<file path="src/rtl/divider_controller_if.sv">
// Configuration port bundle for divider_controller: valid/ready offer of a
// divide ratio and a tick budget.
interface divider_controller_if #(
    parameter int CNT_W   = 28,
    parameter int PULSE_W = 16
);
    logic               cfg_valid;
    logic               cfg_ready;
    logic [CNT_W-1:0]   cfg_div;
    logic [PULSE_W-1:0] cfg_pulses;

    modport master (output cfg_valid, output cfg_div, output cfg_pulses, input cfg_ready);
    modport slave  (input cfg_valid, input cfg_div, input cfg_pulses, output cfg_ready);
endinterface

</file>
<file path="src/rtl/divider_controller.sv">
// Programmable prescaler sequencer: one-cycle tick every div_r cycles, T-FF
// output, optional tick budget. Optional duty output under DIVCTRL_DUTY_EN.
module divider_controller #(
    parameter int CNT_W       = 28,
    parameter int DEFAULT_DIV = 100000000,
    parameter int PULSE_W     = 16
) (
    input  logic clk,
    input  logic reset,
    divider_controller_if.slave cfg,
    input  logic start,
    input  logic stop,
    output logic tick,
    output logic toggle_q,
    output logic busy,
`ifdef DIVCTRL_DUTY_EN
    output logic clk_out,
`endif
    output logic done
);
    typedef enum logic [1:0] {
        IDLE = 2'd0,
        RUN  = 2'd1,
        DONE = 2'd2
    } state_t;

    localparam logic [CNT_W-1:0] DEF_DIV = CNT_W'(DEFAULT_DIV);
    localparam logic [CNT_W-1:0] MIN_DIV = CNT_W'(2);

    // Ratios below 2 cannot produce a distinct tick period, so they are raised to 2.
    function automatic logic [CNT_W-1:0] clamp_div(input logic [CNT_W-1:0] d);
        return (d < MIN_DIV) ? MIN_DIV : d;
    endfunction

    state_t             state_q, state_d;
    logic [CNT_W-1:0]   cnt_q, cnt_d;
    logic [CNT_W-1:0]   div_q, div_d;
    logic [PULSE_W-1:0] pulses_q, pulses_d;
    logic [PULSE_W-1:0] left_q, left_d;
    logic               tick_q, tick_d;
    logic               tog_q, tog_d;
    logic               busy_q, busy_d;
    logic               done_q, done_d;
    logic               duty_q, duty_d;

    // Next-state, counter and output decode.
    always_comb begin
        state_d  = state_q;
        cnt_d    = cnt_q;
        div_d    = div_q;
        pulses_d = pulses_q;
        left_d   = left_q;
        tick_d   = 1'b0;
        tog_d    = tog_q;
        case (state_q)
            IDLE: begin
                cnt_d = '0;
                if (cfg.cfg_valid) begin
                    div_d    = clamp_div(cfg.cfg_div);
                    pulses_d = cfg.cfg_pulses;
                end else begin
                    div_d    = div_q;
                    pulses_d = pulses_q;
                end
                // A config accepted this cycle is already the one the run uses.
                if (start && !stop) begin
                    state_d = RUN;
                    left_d  = pulses_d;
                end else begin
                    state_d = IDLE;
                end
            end
            RUN: begin
                if (stop) begin
                    state_d = IDLE;
                    cnt_d   = '0;
                end else if (cnt_q == div_q - CNT_W'(1)) begin
                    cnt_d  = '0;
                    tick_d = 1'b1;
                    tog_d  = ~tog_q;
                    if (pulses_q != '0) begin
                        left_d = left_q - PULSE_W'(1);
                        if (left_q == PULSE_W'(1)) begin
                            state_d = DONE;
                        end else begin
                            state_d = RUN;
                        end
                    end else begin
                        left_d = left_q;
                    end
                end else begin
                    cnt_d = cnt_q + CNT_W'(1);
                end
            end
            DONE: begin
                state_d = IDLE;
            end
            default: begin
                state_d = IDLE;
                cnt_d   = '0;
            end
        endcase
        busy_d = (state_d == RUN);
        done_d = (state_d == DONE);
        duty_d = (state_d == RUN) && (cnt_d < (div_d >> 1));
    end

    // State and output registers.
    always_ff @(posedge clk or negedge reset) begin
        if (!reset) begin
            state_q  <= IDLE;
            cnt_q    <= '0;
            div_q    <= DEF_DIV;
            pulses_q <= '0;
            left_q   <= '0;
            tick_q   <= 1'b0;
            tog_q    <= 1'b0;
            busy_q   <= 1'b0;
            done_q   <= 1'b0;
            duty_q   <= 1'b0;
        end else begin
            state_q  <= state_d;
            cnt_q    <= cnt_d;
            div_q    <= div_d;
            pulses_q <= pulses_d;
            left_q   <= left_d;
            tick_q   <= tick_d;
            tog_q    <= tog_d;
            busy_q   <= busy_d;
            done_q   <= done_d;
            duty_q   <= duty_d;
        end
    end

    assign cfg.cfg_ready = (state_q == IDLE);
    assign tick          = tick_q;
    assign toggle_q      = tog_q;
    assign busy          = busy_q;
    assign done          = done_q;
`ifdef DIVCTRL_DUTY_EN
    assign clk_out       = duty_q;
`else
    logic unused_duty_s;
    assign unused_duty_s = duty_q;
`endif
endmodule

</file>
<file path="src/flat_wrapper.sv">
// flat-port wrapper written by rule: the top's interface ports become plain ports
module divider_controller_flat 
#(
    parameter int CNT_W       = 28,
    parameter int DEFAULT_DIV = 100000000,
    parameter int PULSE_W     = 16
)
  (clk, reset, start, stop, tick, toggle_q, busy, done, cfg_cfg_valid, cfg_cfg_div, cfg_cfg_pulses, cfg_cfg_ready);
  divider_controller_if #(.CNT_W(CNT_W), .PULSE_W(PULSE_W)) cfg_i ();
  input  logic clk;
  input  logic reset;
  input  logic start;
  input  logic stop;
  output logic tick;
  output logic toggle_q;
  output logic busy;
  output logic done;
  input wire logic [$bits(cfg_i.cfg_valid)-1:0] cfg_cfg_valid;
  input wire logic [$bits(cfg_i.cfg_div)-1:0] cfg_cfg_div;
  input wire logic [$bits(cfg_i.cfg_pulses)-1:0] cfg_cfg_pulses;
  output wire logic [$bits(cfg_i.cfg_ready)-1:0] cfg_cfg_ready;
  assign cfg_i.cfg_valid = cfg_cfg_valid;
  assign cfg_i.cfg_div = cfg_cfg_div;
  assign cfg_i.cfg_pulses = cfg_cfg_pulses;
  assign cfg_cfg_ready = cfg_i.cfg_ready;
  divider_controller #(.CNT_W(CNT_W), .DEFAULT_DIV(DEFAULT_DIV), .PULSE_W(PULSE_W)) u_core (.clk(clk), .reset(reset), .cfg(cfg_i), .start(start), .stop(stop), .tick(tick), .toggle_q(toggle_q), .busy(busy), .done(done));
endmodule
</file>
<file path="config.mk">
export PLATFORM = sky130hd
export DESIGN_NAME = divider_controller_flat
export DESIGN_NICKNAME = d
export VERILOG_FILES = /design/src/rtl/divider_controller_if.sv /design/src/rtl/divider_controller.sv /design/src/flat_wrapper.sv
export SDC_FILE = /design/constraint.sdc
export NUM_CORES = 1
export LEC_CHECK = 0
export ABC_AREA = 1
export ABC_CLOCK_PERIOD_IN_PS = 3500
export CAP_MARGIN = 25
export CORE_MARGIN = 3
export CORE_UTILIZATION = 45
export CTS_BUF_LIST = sky130_fd_sc_hd__clkbuf_4 sky130_fd_sc_hd__clkbuf_8
export DETAILED_ROUTE_END_ITERATION = 6
export PLACE_DENSITY = 0.71
export SYNTH_ARGS = -nofsm -noshare
export SYNTH_HDL_FRONTEND = slang
export SYNTH_SLANG_ARGS = --single-unit
</file>
<file path="constraint.sdc">
create_clock -name clk -period 3.5 [get_ports clk]
set_input_delay 0.7 -clock clk [delete_from_list [all_inputs] [get_ports clk]]
set_output_delay 0.7 -clock clk [all_outputs]
set_load 0.005 [all_outputs]
</file>
# Yosys cells after proc, flatten, opt, wreduce, memory -nomap -nowiden
# Cells that the tools add are included.
# word_totals
n_memories	0
ram_bits	0
latch_bits	0
mem_bits_ro	0
wordCells	52
ff_bits	94
# op_classes
add_sub_neg	3
mul	0
mux	19
bitwise_logic	2
order_cmp	1
n_reduce_logical	8
div_mod_pow	0
shift	0
eq_ne	10
# op_table
cell	count
28-bit two-way mux	3
16-bit two-way mux	5
28-bit case mux with 2 select lines	1
16-bit case mux with 2 select lines	1
28-bit by 1-bit adder with 28-bit output, second input constant	1
28-bit == test	1
28-bit by 2-bit < comparator with 1-bit output, second input constant	1
28-bit by 1-bit subtractor with 28-bit output, second input constant	1
16-bit by 1-bit == test with 1-bit output, second input constant	1
16-bit nonzero test	1
16-bit by 1-bit subtractor with 16-bit output, second input constant	1
2-bit two-way mux	4
2-bit by 1-bit inequality test with 1-bit output, second input constant	3
5-bit AND reduction	1
2-bit by 1-bit == test with 1-bit output, second input constant	2
2-bit == test, second input constant	2
1-bit two-way mux	4
2-bit case mux with 2 select lines	1
3-bit AND reduction	1
2-bit zero test	1
2-bit inequality test, second input constant	1
1-bit NOT	2
2-bit AND reduction	1
2-bit nonzero test	1
2 further kinds	2

# Depth between registers and ports, before layout
# Gate-level depths: netlist (run 1).
# logic_depth
word_depth	7
ltp_mapped	18
mapped_depth_nobuf	17

# Worst setup path after synthesis (run 1)
# Ideal clock, no wire load.
# synth_path
path_kind	flip-flop to flip-flop
startpoint	register u_core.div_q[0]
endpoint	register u_core.left_q[0]
stages_incl_launch_ff	17
required_time_ns	3.383
t_arrival_ns	2.182
path_slack_ns	1.201
cell_sequence	dfrtp_1 -> inv_1 -> ha_1 -> nand2_1 -> nor2_2 -> nand3_2 -> nor2_2 -> nand2_1 -> nor2_1 -> nor2_1 -> nor2_1 -> nand2_1 -> nor2_4 -> nand4_4 -> buf_2 -> nand3_1 -> nand2_1
# synth_via
elab_chain_len	4
# synth_rtl
element	line_no	source
start, declared	divider_controller.sv:37	logic [CNT_W-1:0] div_q, div_d;
start signal, assigned	divider_controller.sv:124	div_q <= div_d;
28-bit by 1-bit subtractor with 28-bit output	divider_controller.sv:77	end else if (cnt_q == div_q - CNT_W'(1)) begin
28-bit == test	divider_controller.sv:77	
2-bit by 1-bit inequality test with 1-bit output (no line)	n/a	
5-bit AND reduction (no line)	n/a	
end signal, assigned	divider_controller.sv:126	left_q <= left_d;
end, declared	divider_controller.sv:39	logic [PULSE_W-1:0] left_q, left_d;
# Every way passes these cells.
# A chain may end at the register's enable or synchronous reset.

# Final worst setup path (run 1)
# layout_path
startpoint	register u_core.div_q[0]
endpoint	register u_core.left_q[9]
# The elaborated chain is that of the path after synthesis.

==> metrics, run 1 <==
status complete, no violations; total wire length 16,700 um; Max Fclk 0.3660 GHz; Worst setup SP type flop; crit path DAT 3.06 ns; num ports 54; GPL Wtd Cong 0.9137; Nets 1,009; Routed Antenna Nets 0; starting density of the core 46.16%; Final Max Slew Viols 0; WL/cell 14.63 um; core region area 13,930 sq um; crit path max-delay cell type dfrtp_1; Seq/Total Area, Yosys 36.80%; htree depth 3; Mapped Cells 905; worst-margin pin slew 0.7909 ns; Filler cells 1,381; synth-to-layout area growth 14.18%; via count 5,826; Via density 5.106; CTS Buf Count 9; setup violators final 0; DRC 0; Power Density 553.1 nW/um^2; clock root buffer clkbuf_8; CTS max path bufs 2; drt initial violations 345; Worst Setup Path Type flop to flop; Period Utilization, post-route 78.07%; TritonCTS clock tree built; synthesized net count 958; postcts setup bufs 0; die area 15,770 sq um; cts-stage hold buffer count 0; synthesized area 6432 sq um; # rows 43; dpl cells 1,125; vias in the first global route 5,685; Post-synth EDFFs 0; Total GRT Usage 21.79%; initial antenna violation count 0; maximum vdd drop 0.0003415 V; Clock Skews 0.01645 ns; Critical Path RT 3.83 ns; Worst Setup SP u_core.div_q[0]; final hold violations 0; Slew Limit Headroom 47.28%; minimum clock period after layout 2.733 ns; Clock Sinks 94; Hold Slack 0.3894 ns; CP max stage delay 0.38 ns; worst r2r src u_core.div_q[0]; first-pass detailed-route iteration total 4; async set-reset flop share out of synthesis 100.0%; largest net degree at the start of global routing 60; Main synth FF type dfrtp_1; Worst-path clk slew 0.10 ns; first-pass GRT wire length 28,080 um; DP Wirelength 12,830 um; number of diodes 0; Die X-Extent 125.6 um; Avg Synthesized Cell Area 7.108 sq um; Hold WC Path Type primary input to asynchronous set/reset pin; # port buffers 53; crit-path cells inv_1 -> ha_1 -> nand2_1 -> nor2_2 -> nand3_2 -> nor2_2 -> xor2_1 -> nand4_1 -> nor2_2 -> nand4_4 -> nand2_4 -> nand2_1 -> nand2_1; final non-filler cell total 1,141; share of layout cells above drive strength 1 8.325%; Final Power 4062 uW; Resize count post-CTS 0; leakage 0.003435 uW; YS warnings 0; Distinct cells, synth 38; unrepaired setup endpoints after global routing no; die span in y 125.6 um; Critical Path Sink Type flop; crit-path max FO 17; max-cap check violation count 0; post-synthesis register bit count 94; gr ovfl total 0; Clock Latency Late Sink 0.39 ns; Fin Setup TNS 0 ns
==> cells in the final DEF, fill, tap and decap left out, types with 2 or more instances in the layout <==
master	instances
nor4_1	14
o31ai_1	2
inv_2	3
xor2_1	48
dfrtp_1	82
dfstp_2	12
a21oi_1	8
nand2_1	271
nor2_1	100
xnor2_1	12
buf_4	10
clkdlybuf4s50_1	52
nand3b_1	5
mux2i_1	13
nand4_1	25
nand3_2	2
ha_1	4
o21ai_0	54
nor2_2	8
o22ai_1	20
a22oi_1	3
clkinvlp_4	3
xor2_2	2
nor3_1	11
nand2_2	7
nand3_1	58
nor2_4	10
clkbuf_8	10
inv_1	94
or2_2	4
nand2_4	4
==> Yosys cell counts (5+ instances only) <==
master	number	area, sq um
dfrtp_1	82	2052
clkbuf_1	15	56.30
nor2_1	101	379.1
nand3_1	58	290.3
nor2_2	7	43.79
inv_1	94	352.8
dfstp_2	12	315.3
nand2_2	7	43.79
a21oi_1	8	40.04
o21ai_0	54	270.3
nor4_1	14	87.58
xor2_1	48	420.4
xnor2_1	12	105.1
nor2_4	10	112.6
nor3_1	11	55.05
o22ai_1	20	125.1
nand4_1	25	156.4
mux2i_1	13	130.1
nand3b_1	5	37.54
nand2_1	271	1017
==> sequential cells by signal (all words and copies together), names as in the netlist <==
| register | flops |
|---|---|
| u_core.toggle_q | 1 |
| u_core.busy | 1 |
| u_core.tick | 1 |
| u_core.left_q | 16 |
| u_core.cnt_q | 28 |
| u_core.state_q | 2 |
| u_core.div_q | 28 |
| u_core.pulses_q | 16 |
| u_core.done | 1 |
==> kinds of logic (layout without fill, tap and decap cells) <==
family,after synthesis,count (layout),share of synthesized area [%]
AOI/OAI and AO/OA,89,89,7.606
xor gates and xnor gates,62,62,8.675
adders and majority gates,4,4,0.7781
buffers and inverters,119,175,7.197
DFF,94,94,36.80
muxes,13,13,2.023
and+or+nand+nor,524,524,36.92
==> layer usage <==
layer  GRT usage, %  wire (um)  vias to the layer above  share of wire [%]
li1               -          -                     3028                  -
met1          28.21       7595                     2664                 45
met2          37.38       8170                      116                 49
met3          4.357        675                       18                4.0
met4          5.612        255                        0                1.5
met5              0          0                        -                  0
==> cell type report <==
type	count	area, sq um	share of cell area, %
Timing Repair Buffer	62	595.6	8.109
Multi-Input combinational cell	692	3605	49.08
Sequential cell	94	2367	32.23
Clock buffer	11	145.1	1.976
Inverter	97	364.1	4.957
Tap cell	180	225.2	3.066
Clock inverter	5	42.54	0.5792
==> worst paths after layout <==
kind	slack (ns)	end	cells after the start
min reg2reg	0.49	u_core.toggle_q	1
min in group clk	0.49	u_core.toggle_q	1
min	0.39	u_core.div_q[4]	1
max reg2reg	0.77	u_core.left_q[9]	13
max in group asynchronous	2.31	u_core.div_q[13]	2
max	0.77	u_core.left_q[9]	13
==> critical path, delay by kind of cell, from the launching register on <==
family,cells,cell delay [ns]
buffers and inverters,1,0.16
xor gates and xnor gates,1,0.23
DFF,1,0.38
and+or+nand+nor,10,1.65
adders and majority gates,1,0.25
==> where the power goes <==
group	switching, uW	internal, uW	total [uW]	leakage, uW
Combinational	1020	615	1640	0.00215
Sequential	317	1390	1710	0.00119
Clock	423	293	717	0.0000875
==> per-stage QoR <==
step                      area, sq um  util (%)  setup WS (ns)
after detailed placement         7157     51.36         0.7945
final                            7345     52.71         0.7674
after global routing             7345     52.71         0.4453
after CTS                        7345     52.71         0.7632
after global placement           7157     51.36         0.8490
after floorplan                  6432         -          1.201
Power figures use the tool's default switching activity.
==> run 2: changes to the inputs <==
--- a/config.mk
+++ b/config.mk
@@ -6,13 +6,13 @@
 export NUM_CORES = 1
 export LEC_CHECK = 0
 export ABC_AREA = 1
-export ABC_CLOCK_PERIOD_IN_PS = 3500
+export ABC_CLOCK_PERIOD_IN_PS = 2300
 export CAP_MARGIN = 25
 export CORE_MARGIN = 3
 export CORE_UTILIZATION = 45
 export CTS_BUF_LIST = sky130_fd_sc_hd__clkbuf_4 sky130_fd_sc_hd__clkbuf_8
 export DETAILED_ROUTE_END_ITERATION = 6
-export PLACE_DENSITY = 0.71
+export PLACE_DENSITY = 0.73
 export SYNTH_ARGS = -nofsm -noshare
 export SYNTH_HDL_FRONTEND = slang
 export SYNTH_SLANG_ARGS = --single-unit
==> constraint.sdc (replaced) <==
create_clock -name clk -period 2.3 [get_ports clk]
set_input_delay 0.46 -clock clk [delete_from_list [all_inputs] [get_ports clk]]
set_output_delay 0.46 -clock clk [all_outputs]
set_load 0.005 [all_outputs]
==> metrics, run 2 (synthesis gave the netlist of run 1 again) <==
status complete, but fails checks; failing checks setup timing; synth-to-layout area growth 24.10%; Critical Path Sink Type flop; htree depth 3; hold worst-path end u_core.toggle_q; most frequent cells in the layout nand2_1 (259), inv_1 (89), nor2_1 (88), dfrtp_1 (79), clkdlybuf4s50_1 (52); Nets 1,053; Final Util 57.29%; total wire length 17,560 um; Hold Path Stages 1; setup violators final 40; flop-to-flop setup slack -0.07 ns; post-route worst setup slack -0.06765 ns; CP max stage delay 0.40 ns; Slew Limit Headroom 51.10%; worst r2r src u_core.div_q[0]; Final Power 6735 uW; Hold WC Path Type flop to flop; Power Density 843.7 nW/um^2; most common cell after layout, fill and taps aside nand2_1; Clock Latency Late Sink 0.39 ns; min-delay src u_core.toggle_q; reg2reg end u_core.left_q[2]; Final Max Slew Viols 0; minimum clock period after layout 2.368 ns; CTS max path bufs 2; final hold violations 0; via count 6,218; Via density 5.247; largest registers u_core.cnt_q x28, u_core.div_q x28; crit path max-delay cell type dfrtp_1; pre-CTS WS -0.06255 ns; worst-margin pin slew 0.7326 ns; Worst-path clk slew 0.09 ns; Critical Path RT 2.58 ns; Total GRT Usage 22.36%; GPL Wtd Cong 0.9135; WL/cell 14.82 um; crit path DAT 2.65 ns; clock root buffer clkbuf_8; Clock Sinks 94; Clock Skews 0.007935 ns; core region area 13,930 sq um; num ports 54; initial antenna violation count 0; crit-path cells inv_2 -> ha_4 -> buf_6 -> nand2_4 -> nor2_4 -> nand2_2 -> nand2_2 -> nand2_1 -> inv_1 -> nand3_1 -> nor2_1 -> nand3_1 -> nor2_4 -> nand4_4 -> buf_6 -> nand3_2 -> nand2_1; max-cap check violation count 0; DP Wirelength 13,290 um; final non-filler cell total 1,185; dpl cells 1,161; number of diodes 0; DRC 0; Period Utilization, post-route 102.9%; vias in the first global route 6,103; Top delay family on crit path simple AND/OR/NAND/NOR gates; TritonCTS clock tree built; CTS Buf Count 9; # port buffers 53; Worst Setup Path Type flop to flop; unrepaired setup endpoints after global routing yes; largest net degree at the start of global routing 48; # rows 43; Routed Antenna Nets 0; Die X-Extent 125.6 um; first-pass GRT wire length 28,990 um; placement-stage cell area 7452 sq um; Filler cells 1,308; starting density of the core 46.16%; first-pass detailed-route iteration total 5; share of layout cells above drive strength 1 17.61%; die span in y 125.6 um; crit-path max FO 6; gr ovfl total 0; Worst setup SP type flop; fin area 7983 sq um; Max Fclk 0.4224 GHz; leakage 0.003729 uW; die area 15,770 sq um; drt initial violations 390; WP buf/inv 4; Reg2Reg Depth 17; maximum vdd drop 0.0005637 V
-- run 2: cell types whose count changed in the layout (fill, tap and decap cells not counted), moves of 5 or more --
cell / delta
nand3_2: +17
nand3_1: -17
nor2_1: -12
o21ai_1: +5
nor2_2: +9
o21ai_0: -6
inv_2: +5
nand2_1: -12
inv_1: -5
nand2_2: +9
buf_6: +5
buf_4: +35
-- run 2: worst max path at each step --
stage / from / endpoint / slack (ns) / cells past startpoint
global route: u_core.div_q[0] / u_core.left_q[10] / -0.22 / 17
floorplan: u_core.div_q[0] / u_core.left_q[0] / 0.001 / 16
CTS: u_core.div_q[1] / u_core.left_q[12] / -0.03 / 17
detailed placement: u_core.div_q[0] / u_core.cnt_q[6] / -0.06 / 17
global placement: u_core.div_q[1] / u_core.cnt_q[19] / -0.04 / 17
finish: u_core.div_q[0] / u_core.left_q[2] / -0.07 / 17
-- run 2: final cells by class --
cell class | count | area, sq um | share of cell area, %
well taps | 180 | 225.2 | 2.821
flip-flops and latches | 94 | 2371 | 29.70
clock buffers | 11 | 151.4 | 1.897
multi-input cells | 692 | 3825 | 47.92
repair buffers | 106 | 989.7 | 12.40
clock inverters | 5 | 56.30 | 0.7053
inverters | 97 | 364.1 | 4.561
-- run 2: power breakdown --
group,total (uW),internal (uW),leakage [uW],switching [uW]
combinational,2930,1210,0.00243,1720
clock,1180,562,0.000106,620
sequential,2620,2120,0.00119,503
total,6740,3890,0.00373,2840
-- run 2: timing repair --
item / in CTS / in global routing
endpoints found under the setup margin: 39 / 50
gates resized for setup: 21 / 52
pin swaps: 6 / 29
buffers inserted: 1 / 3
hold buffers: 1 / 0
endpoints found under the hold margin: 24 / 0
cloned: 1 / 2
-- run 2: through the flow --
step | hold WS [ns] | TNS (ns)
final | 0.4718 | -1.840
after global placement | 0.3990 | -0.7940
after floorplan | 0.1644 | 0
after detailed placement | 0.4019 | -1.492
after global routing | 0.4944 | -8.567
after CTS | 0.4802 | -0.2233
-- run 2: routing by layer --
layer / global-route usage [%] / vias up / wire (um)
met4: 7.526 / 0 / 428
met5: 0 / - / 0
met2: 38.61 / 143 / 8753
met1: 28.37 / 2935 / 7735
li1: - / 3110 / -
met3: 3.845 / 30 / 642
==> run 3: changes to the inputs <==
--- a/config.mk
+++ b/config.mk
@@ -12,7 +12,7 @@
 export CORE_UTILIZATION = 45
 export CTS_BUF_LIST = sky130_fd_sc_hd__clkbuf_4 sky130_fd_sc_hd__clkbuf_8
 export DETAILED_ROUTE_END_ITERATION = 6
-export PLACE_DENSITY = 0.73
+export PLACE_DENSITY = 0.67
 export SYNTH_ARGS = -nofsm -noshare
 export SYNTH_HDL_FRONTEND = slang
 export SYNTH_SLANG_ARGS = --single-unit
==> metrics, run 3 (synthesis gave the netlist of run 1 again) <==
synth-to-layout area growth 26.14%; num ports 54; Final Max Slew Viols 0; Worst setup SP type flop; placement-stage cell area 7565 sq um; Total GRT Usage 23.08%; GPL Wtd Cong 0.8897; Die X-Extent 125.6 um; Nets 1,070; Int Pwr 3839 uW; crit path DAT 2.69 ns; drt initial violations 304; switching share of power 43.13%; Power Density 832.0 nW/um^2; Clock Skews 0.01323 ns; status complete, but fails checks; total wire length 17,810 um; Reg power frac 39.1%; die span in y 125.6 um; share of layout cells above drive strength 1 18.88%; minimum clock period after layout 2.360 ns; unrepaired setup endpoints after global routing yes; leakage 0.003802 uW; sw power 2911 uW; Slew Limit Headroom 52.02%; vias in the first global route 6,001; first-pass detailed-route iteration total 6; failing checks setup timing; die area 15,770 sq um; initial antenna violation count 0; via count 6,154; Worst Setup Path Type flop to flop; Worst-path clk slew 0.09 ns; Clock Sinks 94; WL/cell 14.82 um; gr ovfl total 0; starting density of the core 46.16%; largest registers u_core.cnt_q x28, u_core.div_q x28; maximum vdd drop 0.0005747 V; core region area 13,930 sq um; pre-CTS WS -0.07858 ns; fin area 8114 sq um; number of diodes 0; htree depth 3; DRC 0; Clock Latency Late Sink 0.39 ns; Max Fclk 0.4237 GHz; first-pass GRT wire length 29,350 um; crit-path max FO 8; # port buffers 53; Critical Path Sink Type flop; Routed Antenna Nets 0; flop-to-flop setup slack -0.06 ns; Period Utilization, post-route 102.6%; most frequent cells in the layout nand2_1 (253), nor2_1 (92), inv_1 (89), dfrtp_1 (80), buf_4 (61); Critical Path RT 2.63 ns; Hold WC Path Type primary input to asynchronous set/reset pin; Via density 5.120; DP Wirelength 13,600 um; largest net degree at the start of global routing 59; most common cell after layout, fill and taps aside nand2_1; CTS max path bufs 2; clock root buffer clkbuf_8; max-cap check violation count 0; worst-margin pin slew 0.7190 ns; combinational fraction of design power 45.3%; # rows 43; TritonCTS clock tree built; CTS Buf Count 9; final hold violations 0; Clk network pwr share 15.5%; setup violators final 16; post-route worst setup slack -0.05991 ns
-- run 3: cell count changes in the layout (fill, tap and decap cells not counted), moves of 5 or more --
cell,change
buf_4,+16
nand2_1,-6
nand2_2,+6
nor2_2,-8
o21ai_0,+6
o21ai_1,-5
-- run 3: power groups by stage --
stage | clock network (uW) | logic (uW) | registers [uW]
floorplan | 0 | 1910 | 2490
global placement | 0 | 2770 | 2620
detailed placement | 0 | 2800 | 2620
CTS | 1090 | 2910 | 2610
global route | 1160 | 3470 | 2710
finish | 1050 | 3060 | 2640
-- run 3: metal layers --
layer / track usage [%] / share of wire (%) / vias up
met5: 0 / 0 / -
met4: 8.036 / 2.7 / 0
met3: 4.784 / 3.8 / 30
met2: 39.11 / 50 / 120
met1: 29.30 / 44 / 2857
li1: - / - / 3147
-- run 3: layout make-up --
cell class	instances	area (sq um)
Inverter	97	364.1
Clock inverter	6	45.04
Timing Repair Buffer	122	1089
Fill cell	1308	5821
Clock buffer	10	137.6
Multi-Input combinational cell	693	3884
Tap cell	180	225.2
Sequential cell	94	2370
-- run 3: critical path: stages (launching register included) --
cell	delay [ns]
dfrtp_1	0.40
buf_4	0.15
nor2_4	0.10
nand2_4	0.10
nor2_4	0.16
nand2_2	0.11
nor2_4	0.11
xor2_2	0.16
nand2_1	0.07
nor2_1	0.13
nand2_1	0.10
nor2_4	0.15
nand4_4	0.15
buf_6	0.19
nand2_8	0.09
nand2_2	0.07
nand2_1	0.07
-- run 3: stage by stage --
stage / TNS (ns) / total power, uW / hold slack, ns / utilization (%) / instances
floorplan: 0 / 4406 / 0.1644 / - / 905
global placement: -0.4885 / 5386 / 0.4707 / 54.29 / 1176
detailed placement: -1.902 / 5423 / 0.4717 / 54.29 / 1176
CTS: -0.7079 / 6603 / 0.05577 / 56.95 / 1202
global route: -6.651 / 7340 / 0.04596 / 58.23 / 1202
finish: -0.6558 / 6751 / 0.03974 / 58.23 / 1202
-- run 3: final timing paths --
path / startpoint / cells past startpoint / to
worst min-delay path: reset / 2 / u_core.div_q[3]
min in group clk: u_core.toggle_q / 1 / u_core.toggle_q
worst min register to register: u_core.toggle_q / 1 / u_core.toggle_q
worst max-delay path: u_core.div_q[1] / 16 / u_core.left_q[13]
worst max register to register: u_core.div_q[1] / 16 / u_core.left_q[13]
max in group asynchronous: reset / 2 / u_core.div_q[16]
-- run 3: repair_timing --
item / CTS / global route
cloned: 2 / 2
setup buffers: 8 / 1
hold buffers: 0 / 0
endpoints found under the setup margin: 45 / 50
pin swaps: 23 / 26
gates resized for setup: 27 / 54
